### src/rtl/mips_pkg.sv
// Shared definitions for the MIPS-lite multicycle control path: opcode and
// funct codes, ALU control encodings, datapath mux select encodings and the
// controller state enumeration.
// Optional feature macro: MC_BNE_EN (adds the BNEEX state for bne).
package mips_pkg;

    // Opcodes, instr[31:26]
    localparam logic [5:0] OP_RTYPE = 6'b000000;
    localparam logic [5:0] OP_LW    = 6'b100011;
    localparam logic [5:0] OP_SW    = 6'b101011;
    localparam logic [5:0] OP_BEQ   = 6'b000100;
    localparam logic [5:0] OP_BNE   = 6'b000101;
    localparam logic [5:0] OP_ADDI  = 6'b001000;
    localparam logic [5:0] OP_J     = 6'b000010;

    // R-type funct codes, instr[5:0]
    localparam logic [5:0] FN_ADD = 6'b100000;
    localparam logic [5:0] FN_SUB = 6'b100010;
    localparam logic [5:0] FN_AND = 6'b100100;
    localparam logic [5:0] FN_OR  = 6'b100101;
    localparam logic [5:0] FN_SLT = 6'b101010;

    // ALU control encodings
    localparam logic [2:0] ALU_ADD = 3'b010;
    localparam logic [2:0] ALU_SUB = 3'b110;
    localparam logic [2:0] ALU_AND = 3'b000;
    localparam logic [2:0] ALU_OR  = 3'b001;
    localparam logic [2:0] ALU_SLT = 3'b111;

    // ALU B operand select
    localparam logic [1:0] SRCB_RT     = 2'b00;
    localparam logic [1:0] SRCB_FOUR   = 2'b01;
    localparam logic [1:0] SRCB_IMM    = 2'b10;
    localparam logic [1:0] SRCB_IMM_SH = 2'b11;

    // Next-PC select
    localparam logic [1:0] PCSRC_ALU    = 2'b00;
    localparam logic [1:0] PCSRC_ALUOUT = 2'b01;
    localparam logic [1:0] PCSRC_JUMP   = 2'b10;

    // Coarse ALU operation requested by the controller from the ALU decoder
    typedef enum logic [1:0] {
        ALUOP_ADD   = 2'b00,
        ALUOP_SUB   = 2'b01,
        ALUOP_FUNCT = 2'b10
    } aluop_e;

    // Controller states
    typedef enum logic [3:0] {
        S_FETCH   = 4'd0,
        S_DECODE  = 4'd1,
        S_MEMADR  = 4'd2,
        S_MEMRD   = 4'd3,
        S_MEMWB   = 4'd4,
        S_MEMWR   = 4'd5,
        S_RTYPEEX = 4'd6,
        S_RTYPEWB = 4'd7,
        S_BEQEX   = 4'd8,
        S_ADDIEX  = 4'd9,
        S_ADDIWB  = 4'd10,
        S_JEX     = 4'd11
`ifdef MC_BNE_EN
        ,
        S_BNEEX   = 4'd12
`endif
    } state_e;

endpackage

### src/rtl/mc_aludec.sv
// ALU decoder: maps the controller's coarse ALU op and the instruction funct
// field to a 3-bit ALU control word. The invalid-funct flag depends on funct
// alone so the controller can reject bad R-type instructions in DECODE,
// before the ALU op ever selects the funct path.
module mc_aludec
    import mips_pkg::*;
(
    input  aluop_e     aluop,
    input  logic [5:0] funct,
    output logic [2:0] alucontrol,
    output logic       funct_invalid
);

    logic [2:0] funct_alu;

    // Translate funct into an ALU operation and flag unsupported codes
    always_comb begin
        funct_alu     = ALU_ADD;
        funct_invalid = 1'b0;
        case (funct)
            FN_ADD:  funct_alu = ALU_ADD;
            FN_SUB:  funct_alu = ALU_SUB;
            FN_AND:  funct_alu = ALU_AND;
            FN_OR:   funct_alu = ALU_OR;
            FN_SLT:  funct_alu = ALU_SLT;
            default: funct_invalid = 1'b1;
        endcase
    end

    // Select the final ALU control from the requested coarse operation
    always_comb begin
        alucontrol = ALU_ADD;
        case (aluop)
            ALUOP_ADD:   alucontrol = ALU_ADD;
            ALUOP_SUB:   alucontrol = ALU_SUB;
            ALUOP_FUNCT: alucontrol = funct_alu;
            default:     alucontrol = ALU_ADD;
        endcase
    end

endmodule

### src/rtl/mc_controller.sv
// Multicycle control FSM for the MIPS-lite core with a single shared memory
// port. Sequences fetch, decode and execute states, stalls on mem_ready in
// FETCH, MEMRD and MEMWR, and drives Moore-style datapath strobes.
// Optional feature macro: MC_BNE_EN (decode bne into BNEEX).
module mc_controller
    import mips_pkg::*;
#(
    parameter bit MEM_WAIT_EN_DEFAULT = 1'b1
) (
    input  logic       clk,
    input  logic       reset,
    input  logic [5:0] op,
    input  logic [5:0] funct,
    input  logic       zero,
    input  logic       mem_ready,
    output logic       pcen,
    output logic       irwrite,
    output logic       iord,
    output logic       memwrite,
    output logic       memtoreg,
    output logic       regdst,
    output logic       regwrite,
    output logic       alusrca,
    output logic [1:0] alusrcb,
    output logic [1:0] pcsrc,
    output logic [2:0] alucontrol,
    output logic       instr_done,
    output logic       illegal
);

    state_e state_q;
    state_e state_d;
    state_e decode_next;
    aluop_e aluop;
    logic   decode_illegal;
    logic   funct_bad;
    logic   ready;

    // With waiting disabled the memory is treated as always ready
    assign ready = MEM_WAIT_EN_DEFAULT ? mem_ready : 1'b1;

    mc_aludec u_aludec (
        .aluop         (aluop),
        .funct         (funct),
        .alucontrol    (alucontrol),
        .funct_invalid (funct_bad)
    );

    // Opcode dispatch out of DECODE, including the illegal-instruction check
    always_comb begin
        decode_next    = S_FETCH;
        decode_illegal = 1'b0;
        case (op)
            OP_LW, OP_SW: decode_next = S_MEMADR;
            OP_RTYPE: begin
                if (funct_bad) decode_illegal = 1'b1;
                else           decode_next    = S_RTYPEEX;
            end
            OP_BEQ:  decode_next = S_BEQEX;
`ifdef MC_BNE_EN
            OP_BNE:  decode_next = S_BNEEX;
`endif
            OP_ADDI: decode_next = S_ADDIEX;
            OP_J:    decode_next = S_JEX;
            default: decode_illegal = 1'b1;
        endcase
    end

    // State register; synchronous reset returns the FSM to FETCH
    // NOTE: sequential state uses non-blocking (<=) so every flop samples pre-edge values.
    always_ff @(posedge clk) begin
        if (reset) state_q <= S_FETCH;
        else       state_q <= state_d;
    end

    // Next-state and Moore control strobes; reset forces strobes off and FETCH selects
    always_comb begin
        // NOTE: every output gets a default before the case so no path can infer a latch.
        state_d    = state_q;
        pcen       = 1'b0;
        irwrite    = 1'b0;
        iord       = 1'b0;
        memwrite   = 1'b0;
        memtoreg   = 1'b0;
        regdst     = 1'b0;
        regwrite   = 1'b0;
        alusrca    = 1'b0;
        alusrcb    = SRCB_RT;
        pcsrc      = PCSRC_ALU;
        aluop      = ALUOP_ADD;
        instr_done = 1'b0;
        illegal    = 1'b0;

        case (state_q)
            S_FETCH: begin
                alusrcb = SRCB_FOUR;
                if (ready) begin
                    pcen    = 1'b1;
                    irwrite = 1'b1;
                    state_d = S_DECODE;
                end
            end
            S_DECODE: begin
                alusrcb = SRCB_IMM_SH;
                state_d = decode_next;
                if (decode_illegal) begin
                    illegal    = 1'b1;
                    instr_done = 1'b1;
                end
            end
            S_MEMADR: begin
                alusrca = 1'b1;
                alusrcb = SRCB_IMM;
                state_d = (op == OP_SW) ? S_MEMWR : S_MEMRD;
            end
            S_MEMRD: begin
                iord = 1'b1;
                if (ready) state_d = S_MEMWB;
            end
            S_MEMWB: begin
                regwrite   = 1'b1;
                memtoreg   = 1'b1;
                instr_done = 1'b1;
                state_d    = S_FETCH;
            end
            S_MEMWR: begin
                iord     = 1'b1;
                memwrite = 1'b1;
                if (ready) begin
                    instr_done = 1'b1;
                    state_d    = S_FETCH;
                end
            end
            S_RTYPEEX: begin
                alusrca = 1'b1;
                aluop   = ALUOP_FUNCT;
                state_d = S_RTYPEWB;
            end
            S_RTYPEWB: begin
                regwrite   = 1'b1;
                regdst     = 1'b1;
                instr_done = 1'b1;
                state_d    = S_FETCH;
            end
            S_BEQEX: begin
                alusrca    = 1'b1;
                aluop      = ALUOP_SUB;
                pcsrc      = PCSRC_ALUOUT;
                pcen       = zero;
                instr_done = 1'b1;
                state_d    = S_FETCH;
            end
`ifdef MC_BNE_EN
            S_BNEEX: begin
                alusrca    = 1'b1;
                aluop      = ALUOP_SUB;
                pcsrc      = PCSRC_ALUOUT;
                pcen       = ~zero;
                instr_done = 1'b1;
                state_d    = S_FETCH;
            end
`endif
            S_ADDIEX: begin
                alusrca = 1'b1;
                alusrcb = SRCB_IMM;
                state_d = S_ADDIWB;
            end
            S_ADDIWB: begin
                regwrite   = 1'b1;
                instr_done = 1'b1;
                state_d    = S_FETCH;
            end
            S_JEX: begin
                pcsrc      = PCSRC_JUMP;
                pcen       = 1'b1;
                instr_done = 1'b1;
                state_d    = S_FETCH;
            end
            default: state_d = S_FETCH;
        endcase

        // Abandon any instruction in flight; a pending memwrite drops this cycle
        if (reset) begin
            state_d    = S_FETCH;
            pcen       = 1'b0;
            irwrite    = 1'b0;
            iord       = 1'b0;
            memwrite   = 1'b0;
            memtoreg   = 1'b0;
            regdst     = 1'b0;
            regwrite   = 1'b0;
            alusrca    = 1'b0;
            alusrcb    = SRCB_FOUR;
            pcsrc      = PCSRC_ALU;
            aluop      = ALUOP_ADD;
            instr_done = 1'b0;
            illegal    = 1'b0;
        end
    end

endmodule

### config.mk
export PLATFORM = sky130hd
export DESIGN_NAME = mc_controller
export DESIGN_NICKNAME = d
export VERILOG_FILES = /design/src/rtl/mips_pkg.sv /design/src/rtl/mc_aludec.sv /design/src/rtl/mc_controller.sv
export SDC_FILE = /design/constraint.sdc
export NUM_CORES = 1
export LEC_CHECK = 0
export BUFFER_PORTS_ARGS = -buffer_cell sky130_fd_sc_hd__buf_2
export CORE_UTILIZATION = 46
export DETAILED_ROUTE_END_ITERATION = 7
export PLACE_DENSITY = 0.83
export SLEW_MARGIN = 15
export SYNTH_ARGS = -nofsm -noshare
export SYNTH_HDL_FRONTEND = slang
export SYNTH_HIERARCHICAL = 1
export SYNTH_SLANG_ARGS = --single-unit
### constraint.sdc
create_clock -name clk -period 2.8 [get_ports clk]
set_clock_uncertainty 0.2 [all_clocks]
set_input_delay 0.14 -clock clk [delete_from_list [all_inputs] [get_ports clk]]
set_output_delay 0.14 -clock clk [all_outputs]
set_load 0.005 [all_outputs]
==> results of run 1 <==
routing by layer:
metal	global-route usage, %	wire (um)	vias up
met3	5.217	129	4
met2	40.00	1013	46
met4	9.032	29	0
met5	0	0	-
met1	31.38	940	445
li1	-	-	468
layout make-up:
class                      instances  area [um2]  share of cell area [%]
sequential                         4       80.08                   8.743
multi-input combinational         88       580.6                   63.39
tap                               16       20.02                   2.186
inverter                           6       22.52                   2.459
clock buffer                       3       22.52                   2.459
timing repair buffer              36       190.2                   20.76
power groups by stage:
stage	clock (W)	combinational [W]	sequential, W
floorplan	0	0.0000392	0.0000608
global placement	0	0.0000649	0.0000607
detailed placement	0	0.0000682	0.0000607
CTS	0.0000753	0.0000685	0.0000598
global route	0.0000794	0.0000757	0.0000600
finish	0.0000729	0.0000694	0.0000599
cells in the mapped netlist (2+ instances only):
library cell	count
clkbuf_1	4
o22ai_1	2
dfxtp_1	4
ha_1	2
nor2_1	11
nand3_1	2
o21ai_0	3
nand4_1	2
xnor2_1	2
a21oi_1	11
nor3_1	10
nand2_1	4
nor4b_1	5
or4_1	2
inv_1	6
nand4bb_1	3
nand2b_1	6
nor4_1	2
buf_6	2
cells by family after synthesis:
family	count (synthesis)
fa+ha+maj	2
mux	1
xor+xnor	3
compound gates	27
flops	4
buf+inv	13
simple gates	55
metrics by stage:
stage                     util [%]  cell area, um2  setup slack, ns  total power, W  cells
after detailed placement     59.30           893.4           0.4986       0.0001289    150
final                        60.80           915.9           0.2441       0.0002021    153
after global routing         60.80           915.9          0.08959       0.0002150    153
after CTS                    60.80           915.9           0.2339       0.0002037    153
after global placement       59.30           893.4           0.5694       0.0001255    150
after floorplan                  -           734.5           0.7069       0.0001000    105
worst max-delay path, delay by kind of cell (launching register included):
kind / cells / cell delay (ns)
adder cells (fa/ha/maj): 1 / 0.36
buffers and inverters: 2 / 0.23
AND/OR/NAND/NOR: 3 / 0.88
AO/OA/AOI/OAI: 1 / 0.13
flip-flops: 1 / 0.37
how the worst min path moves through the flow:
stage	startpoint	end
global route	reset	state_q[2]
global placement	reset	state_q[2]
CTS	reset	state_q[2]
floorplan	reset	state_q[2]
detailed placement	reset	state_q[0]
finish	reset	state_q[2]
==> run_results.csv, run 1 <==
group,metric,value,unit
status,status,"finished, final reports clean",
die,coreArea,1506,um2
critical_path,r2r_slack,0.86,ns
power,p_switching,0.00006474,W
grt,antenna_found_initial,0,
synth,yosys.area.top_type,"dfxtp_1",
drt,drc,0,
clocking,cts_buffer_depth,2,
power,p_comb_share,34.3,%
die,pin_count,33,
finish,top_register,"state_q",
clocking,cts_hold_buf,0,
critical_path,arrival,2.22,ns
drt,vias,963,
clocking,numCtsBuffers,3,
timing,relSlewSlack,72.16,%
drt,postRouteAntennaNets,0,
critical_path,crit-reg2reg-capture,"state_q[2]",
clocking,postCtsSetupBuffers,0,
timing,finalCritPeriodShare,91.28,%
synth,synthAdderAreaFrac,3.407,%
clocking,htree_num_levels,1,
die,die_y,41.96,um
power,p_clk_share,36.1,%
finish,fill_cells,152,
grt,grt_max_degree,19,
critical_path,crit_fanout,6,
drt,drt_first_pass_iters,5,
synth,synth_top_area_share,10.90,%
timing,holdWs,0.09777,ns
placed_design,gp_congestion,0.8291,
synth,syn_nets,123,
die,rows,14,
drt,routedWlPerCell,13.80,um
synth,synthTopCellsByArea,"dfxtp_1, a21oi_1, nor3_1, nor4b_1, nor2_1",
synth,yosys.area_share.simple,46.85,%
timing,tightestPinTransition,0.4118,ns
timing,fin_tns_setup,0,ns
drt,routed_wirelength,2.112,mm
synth,avgSynthCellArea,6.995,um2
grt,globalRouteOverflowTotal,0,
placed_design,dp_hpwl,1.623,mm
synth,async_flop_share,0,%
critical_path,cp_cell_sequence,"nor2_1, nor4b_1, inv_1, ha_1, nand4bb_1, o22ai_1, buf_2",
critical_path,cp-endpoint,"alucontrol[2]",
power,swShare,32.03,%
timing,hold_violations,0,
clocking,clk_pin_slew,0.04,ns
synth,ys_seq_area_share,10.90,%
timing,drv_slew,0,
finish,final_layout_size_suffix_gt1_share,32.85,%
timing,max_freq,391.3,MHz
drt,viasPerCell,6.294,
synth,synth_xor_area_share,3.578,%
power,internal_power,0.0001374,W
drt,first_iter_violations,30,
power,peakVddDrop,0.1001,mV
critical_path,worst_path_max_delay_cell,"nor4b_1",
die,die_x,41.96,um
timing,fin_crit,2.556,ns
clocking,cts_resized,0,
die,start_util,48.75,%
synth,synth-seq-cells,4,
timing,rsz0062_at_grt,"false",
critical_path,worstSetupStartpointType,"flop",
grt,grt_pass1_wl,3.381,mm
critical_path,worstPathRequired,2.46,ns
power,seqPwrFrac,29.6,%
critical_path,reg2reg_depth,4,
synth,synthCells,105,
placed_design,port-buffer-count,32,
hold_path,worstHoldPathType,"input port to flop",
finish,antenna_cells,0,
synth,synth_edf_count,0,
finish,reg_top3,"state_q x4",
grt,grtUsageTotal,24.48,%
critical_path,cp-end-kind,"primary output",
timing,setup_violations,0,
synth,synth_compound_area_share,23.85,%
power,p_leak,0.3599,nW
hold_path,holdPathStages,2,
finish,mostFrequentLayoutCells,"buf_2, nor2_1, a21oi_1",
die,dieArea,1760,um2
finish,nNetsFinal,157,
synth,synth_top_family_by_area,"simple AND/OR/NAND/NOR gates",
power,p_per_area,220.7,nW/um2
finish,area_delta_synth_final,24.70,%
critical_path,setup.worst_path.start,"state_q[1]",
critical_path,worstReg2RegStart,"state_q[2]",
synth,ys.flop_type,"dfxtp_1",
grt,grt_pass1_vias,785,
clocking,tritoncts,"built",
synth,synth_cell_types,41,
job,drv_cap,0,
finish,mostFrequentLayoutCell,"buf_2",
synth,synth_area,734.5,um2
synth,synth_mux_area_share,1.363,%
critical_path,slowest_delay,0.40,ns
clocking,cts-root-buf,"clkbuf_4",
clocking,clock-sinks,4,
synth,yosys_warnings,6,
critical_path,worstSetupPathType,"flop to primary output",
clocking,clk_latency,0.24,ns
finish,largest_reg_flops,4,
No activity file was read; power rests on OpenSTA's default activity.
==> run 2, diff against run 1 <==
CORE_UTILIZATION = 48   (was 46)
CTS_BUF_LIST = sky130_fd_sc_hd__clkbuf_4 sky130_fd_sc_hd__clkbuf_8   (was not set)
PLACE_DENSITY = 0.86   (was 0.83)
==> run_results.csv, run 2 (same netlist as run 1, synthesis figures left out) <==
group,metric,value,unit
grt,grt_pass1_wl,2.946,mm
finish,fin_cells,152,
timing,tightestPinTransition,0.4254,ns
clocking,clock-sinks,4,
clocking,cts_buffer_depth,2,
power,p_leak,0.3599,nW
clocking,postCtsSetupBuffers,0,
critical_path,crit_fanout,4,
power,p_per_area,216.1,nW/um2
critical_path,worst-path-buf-inv,2,
finish,area_delta_synth_final,24.53,%
clocking,clk_pin_slew,0.04,ns
die,start_util,53.75,%
die,dieArea,1690,um2
die,rows,13,
placed_design,dp_hpwl,1.575,mm
clocking,clk_latency,0.23,ns
placed_design,dpl.cell_count,149,
critical_path,worstPathRequired,2.46,ns
drt,routedWlPerCell,13.20,um
critical_path,slowest_delay,0.41,ns
drt,drc,0,
clocking,tritoncts,"built",
critical_path,worstSetupStartpointType,"flop",
finish,top_register,"state_q",
timing,setup_violations,0,
timing,finalCritPeriodShare,88.10,%
timing,relSlewSlack,71.24,%
grt,grt_pass1_vias,702,
timing,rsz0062_at_grt,"false",
grt,globalRouteOverflowTotal,0,
drt,routed_wirelength,2.007,mm
finish,fill_cells,134,
timing,fin_crit,2.467,ns
hold_path,worstHoldPathType,"input port to flop",
timing,drv_slew,0,
timing,hold_violations,0,
die,die_y,41.12,um
placed_design,port-buffer-count,32,
finish,reg_top3,"state_q x4",
clocking,cts_hold_buf,0,
critical_path,path_delay_family,"simple AND/OR/NAND/NOR gates",
timing,max_freq,405.4,MHz
clocking,htree_num_levels,1,
critical_path,cp_cell_sequence,"nor2_1, nor4b_1, inv_1, ha_1, nand4bb_1, a21oi_1, buf_2",
die,coreArea,1366,um2
finish,final_layout_size_suffix_gt1_share,32.85,%
finish,antenna_cells,0,
timing,fin_tns_setup,0,ns
grt,antenna_found_initial,0,
placed_design,place_ws,0.5621,ns
clocking,numCtsBuffers,3,
die,die_x,41.12,um
status,status,"finished, final reports clean",
finish,largest_reg_flops,4,
grt,grt_max_degree,19,
finish,nNetsFinal,157,
drt,vias,930,
timing,holdWs,0.1007,ns
timing,fin_ws,0.3332,ns
finish,mostFrequentLayoutCells,"buf_2, nor2_1, a21oi_1",
critical_path,arrival,2.13,ns
drt,viasPerCell,6.118,
drt,postRouteAntennaNets,0,
drt,first_iter_violations,37,
critical_path,cp-end-kind,"primary output",
critical_path,worstSetupPathType,"flop to primary output",
clocking,cts-root-buf,"clkbuf_4",
drt,drt_first_pass_iters,4,
power,peakVddDrop,0.1203,mV
grt,grtUsageTotal,26.11,%
die,pin_count,33,
placed_design,gp_congestion,0.8381,
finish,mostFrequentLayoutCell,"buf_2",
clocking,cts_resized,0,
critical_path,worst_path_max_delay_cell,"nor4b_1",
job,drv_cap,0,
==> run 2: cell counts in the layout (fill, tap and decap cells not counted) <==
Identical to the previous run, type by type.
==> run 2: layout make-up <==
| type | instances | area [um2] | share of cell area [%] |
|---|---|---|---|
| Clock buffer | 3 | 22.52 | 2.462 |
| Inverter | 6 | 22.52 | 2.462 |
| Multi-Input combinational cell | 88 | 580.6 | 63.47 |
| Sequential cell | 4 | 80.08 | 8.755 |
| Tap cell | 15 | 18.77 | 2.052 |
| Timing Repair Buffer | 36 | 190.2 | 20.79 |
==> run 2: final timing paths <==
check / slack (ns) / to / start / cells past startpoint
max: 0.33 / alucontrol[0] / state_q[1] / 7
min reg2reg: 0.43 / state_q[0] / state_q[3] / 2
max reg2reg: 0.82 / state_q[2] / state_q[2] / 4
min: 0.10 / state_q[2] / reset / 2
==> run 2: report_power, final <==
| part | total [W] | internal (W) | switching [W] |
|---|---|---|---|
| Combinational | 0.0000681 | 0.0000306 | 0.0000375 |
| Clock | 0.0000696 | 0.0000478 | 0.0000218 |
| Sequential | 0.0000599 | 0.0000588 | 0.00000115 |
| Total | 0.000198 | 0.000137 | 0.0000604 |
==> run 2: layer usage <==
metal	wire length (um)	global-route usage (%)	share of wire, %
met1	864	32.91	43
met4	0	10.48	0
met2	1023	44.14	51
met3	120	3.261	6.0
met5	0	0	0
==> run 2: stage by stage <==
step | utilization, % | area (um2) | power (W)
finish | 66.94 | 914.6 | 0.0001977
global route | 66.94 | 914.6 | 0.0002113
CTS | 66.94 | 914.6 | 0.0002008
detailed placement | 65.29 | 892.1 | 0.0001280
global placement | 65.29 | 892.1 | 0.0001250
floorplan | - | 734.5 | 0.0001000
==> run 3, diff against run 2 <==
BUFFER_PORTS_ARGS = not set   (was -buffer_cell sky130_fd_sc_hd__buf_2)
CORE_AREA = 2 2 39 41   (was not set)
CORE_UTILIZATION = not set   (was 48)
DIE_AREA = 0 0 41 43   (was not set)
DONT_BUFFER_PORTS = 1   (was not set)
PLACE_DENSITY = 0.75   (was 0.86)
==> run_results.csv, run 3 (same netlist as run 1, synthesis figures left out) <==
group,metric,value,unit
critical_path,worst_path_max_delay_cell,"dlygate4sd3_1",
grt,grtUsageTotal,23.27,%
finish,final_layout_size_suffix_gt1_share,11.93,%
timing,max_freq,417.2,MHz
critical_path,worst-path-buf-inv,2,
power,peakVddDrop,0.1318,mV
placed_design,port-buffer-count,0,
timing,tightestPinTransition,0.3949,ns
finish,fin_cells,125,
critical_path,cp_common_cell,"dlygate4sd3_1",
timing,drv_slew,0,
finish,area_delta_synth_final,8.348,%
drt,postRouteAntennaNets,0,
grt,globalRouteOverflowTotal,0,
critical_path,cp-end-kind,"primary output",
clocking,tritoncts,"built",
finish,nNetsFinal,129,
grt,use_met3,3.141,%
critical_path,worstSetupPathType,"input port to primary output",
grt,grt_pass1_wl,2.939,mm
timing,fin_ws,0.4031,ns
clocking,htree_num_levels,1,
clocking,clock-sinks,4,
timing,rsz0062_at_grt,"false",
finish,reg_top3,"state_q x4",
die,start_util,53.07,%
clocking,clk_latency,0.23,ns
grt,grt_max_degree,16,
timing,fin_crit,2.397,ns
grt,use_met1,30.77,%
drt,first_iter_violations,23,
power,p_per_area,221.5,nW/um2
finish,antenna_cells,0,
finish,top_register,"state_q",
finish,register_area,80.08,um2
placed_design,dp_hpwl,1.355,mm
grt,grt-busiest-layer,"met2",
drt,drc,0,
grt,gr-usage-met2,36.88,%
drt,routedWlPerCell,15.11,um
clocking,cts-root-buf,"clkbuf_4",
finish,final_util,57.50,%
drt,viasPerCell,6.608,
hold_path,worstHoldPathType,"input port to flop",
placed_design,place_ws,0.6672,ns
grt,grt_pass1_vias,704,
critical_path,worstPathRequired,2.46,ns
clocking,clk_pin_slew,0.04,ns
critical_path,slowest_delay,0.58,ns
clocking,numCtsBuffers,3,
power,power.total,0.0001763,W
timing,setup_violations,0,
power,p_leak,0.2335,nW
finish,fill_cells,133,
clocking,postCtsSetupBuffers,0,
critical_path,worstSetupStartpointType,"input port",
status,status,"finished, final reports clean",
finish,mostFrequentLayoutCells,"nor2_1, a21oi_1, nor3_1",
drt,drt_first_pass_iters,4,
critical_path,cp_cell_sequence,"dlygate4sd3_1, nor3_1, dlygate4sd3_1, o211ai_1, and4_2, or2_2",
die,die_y,43,um
critical_path,path_delay_family,"buffers and inverters",
timing,relSlewSlack,73.30,%
drt,routed_wirelength,1.889,mm
critical_path,crit_fanout,4,
die,die_x,41,um
die,rows,14,
placed_design,dpl.cell_count,118,
placed_design,gp_congestion,0.8164,
job,drv_cap,0,
drt,vias,826,
finish,largest_reg_flops,4,
die,coreArea,1384,um2
timing,fin_tns_setup,0,ns
clocking,cts_buffer_depth,2,
critical_path,arrival,2.06,ns
finish,multiInputGateArea,580.6,um2
timing,hold_violations,0,
timing,finalCritPeriodShare,85.60,%
die,dieArea,1763,um2
grt,antenna_found_initial,0,
die,pin_count,33,
==> run 3: cell count changes in the layout (fill, tap and decap cells not counted) <==
cell	previous run	this run
buf_2	32	0
dlygate4sd3_1	0	4
==> run 3: layout make-up <==
class	count	share of cell area (%)
repair buffers	8	8.805
well taps	16	2.516
inverters	6	2.830
clock buffers	3	2.830
flip-flops and latches	4	10.06
multi-input cells	88	72.96
==> run 3: metrics by stage <==
| stage | hold slack [ns] | instance area [um2] |
|---|---|---|
| after global routing | 0.02337 | 795.8 |
| after CTS | 0.01519 | 795.8 |
| after detailed placement | 0.01641 | 733.2 |
| final | 0.02104 | 795.8 |
| after floorplan | 0.1500 | 734.5 |
| after global placement | 0.01613 | 733.2 |
==> run 3: worst paths after layout <==
| path | startpoint | to | slack [ns] | cells after the start |
|---|---|---|---|---|
| max | op[5] | instr_done | 0.40 | 6 |
| min | op[3] | state_q[1] | 0.02 | 3 |
| min reg2reg | state_q[3] | state_q[0] | 0.43 | 2 |
| max reg2reg | state_q[0] | state_q[2] | 0.92 | 4 |
==> run 3: repair_timing <==
item	CTS	global route
setup endpoints to repair	0	0
endpoints found under the hold margin	4	0
resized for setup	0	0
hold buffers	4	0
==> run 3: worst register-to-register path: cells and delay by family (launching register included) <==
kind	cells	cell delay, ns
buffers and inverters	1	0.19
DFF	1	0.33
AOI/OAI and AO/OA	1	0.24
and+or+nand+nor	2	0.84
==> run 3: power breakdown <==
group / leakage (nW) / internal (W) / total (W) / switching, W
Clock: 0.0138 / 0.0000478 / 0.0000687 / 0.0000209
Sequential: 0.0325 / 0.0000587 / 0.0000603 / 0.00000151
Combinational: 0.187 / 0.0000243 / 0.0000473 / 0.0000230
==> run 3: routing by layer <==
| layer | part of all wire (%) | vias to the layer above |
|---|---|---|
| li1 | - | 408 |
| met1 | 43 | 379 |
| met2 | 50 | 37 |
| met3 | 6.6 | 2 |
| met4 | 0.79 | 0 |
| met5 | 0 | - |
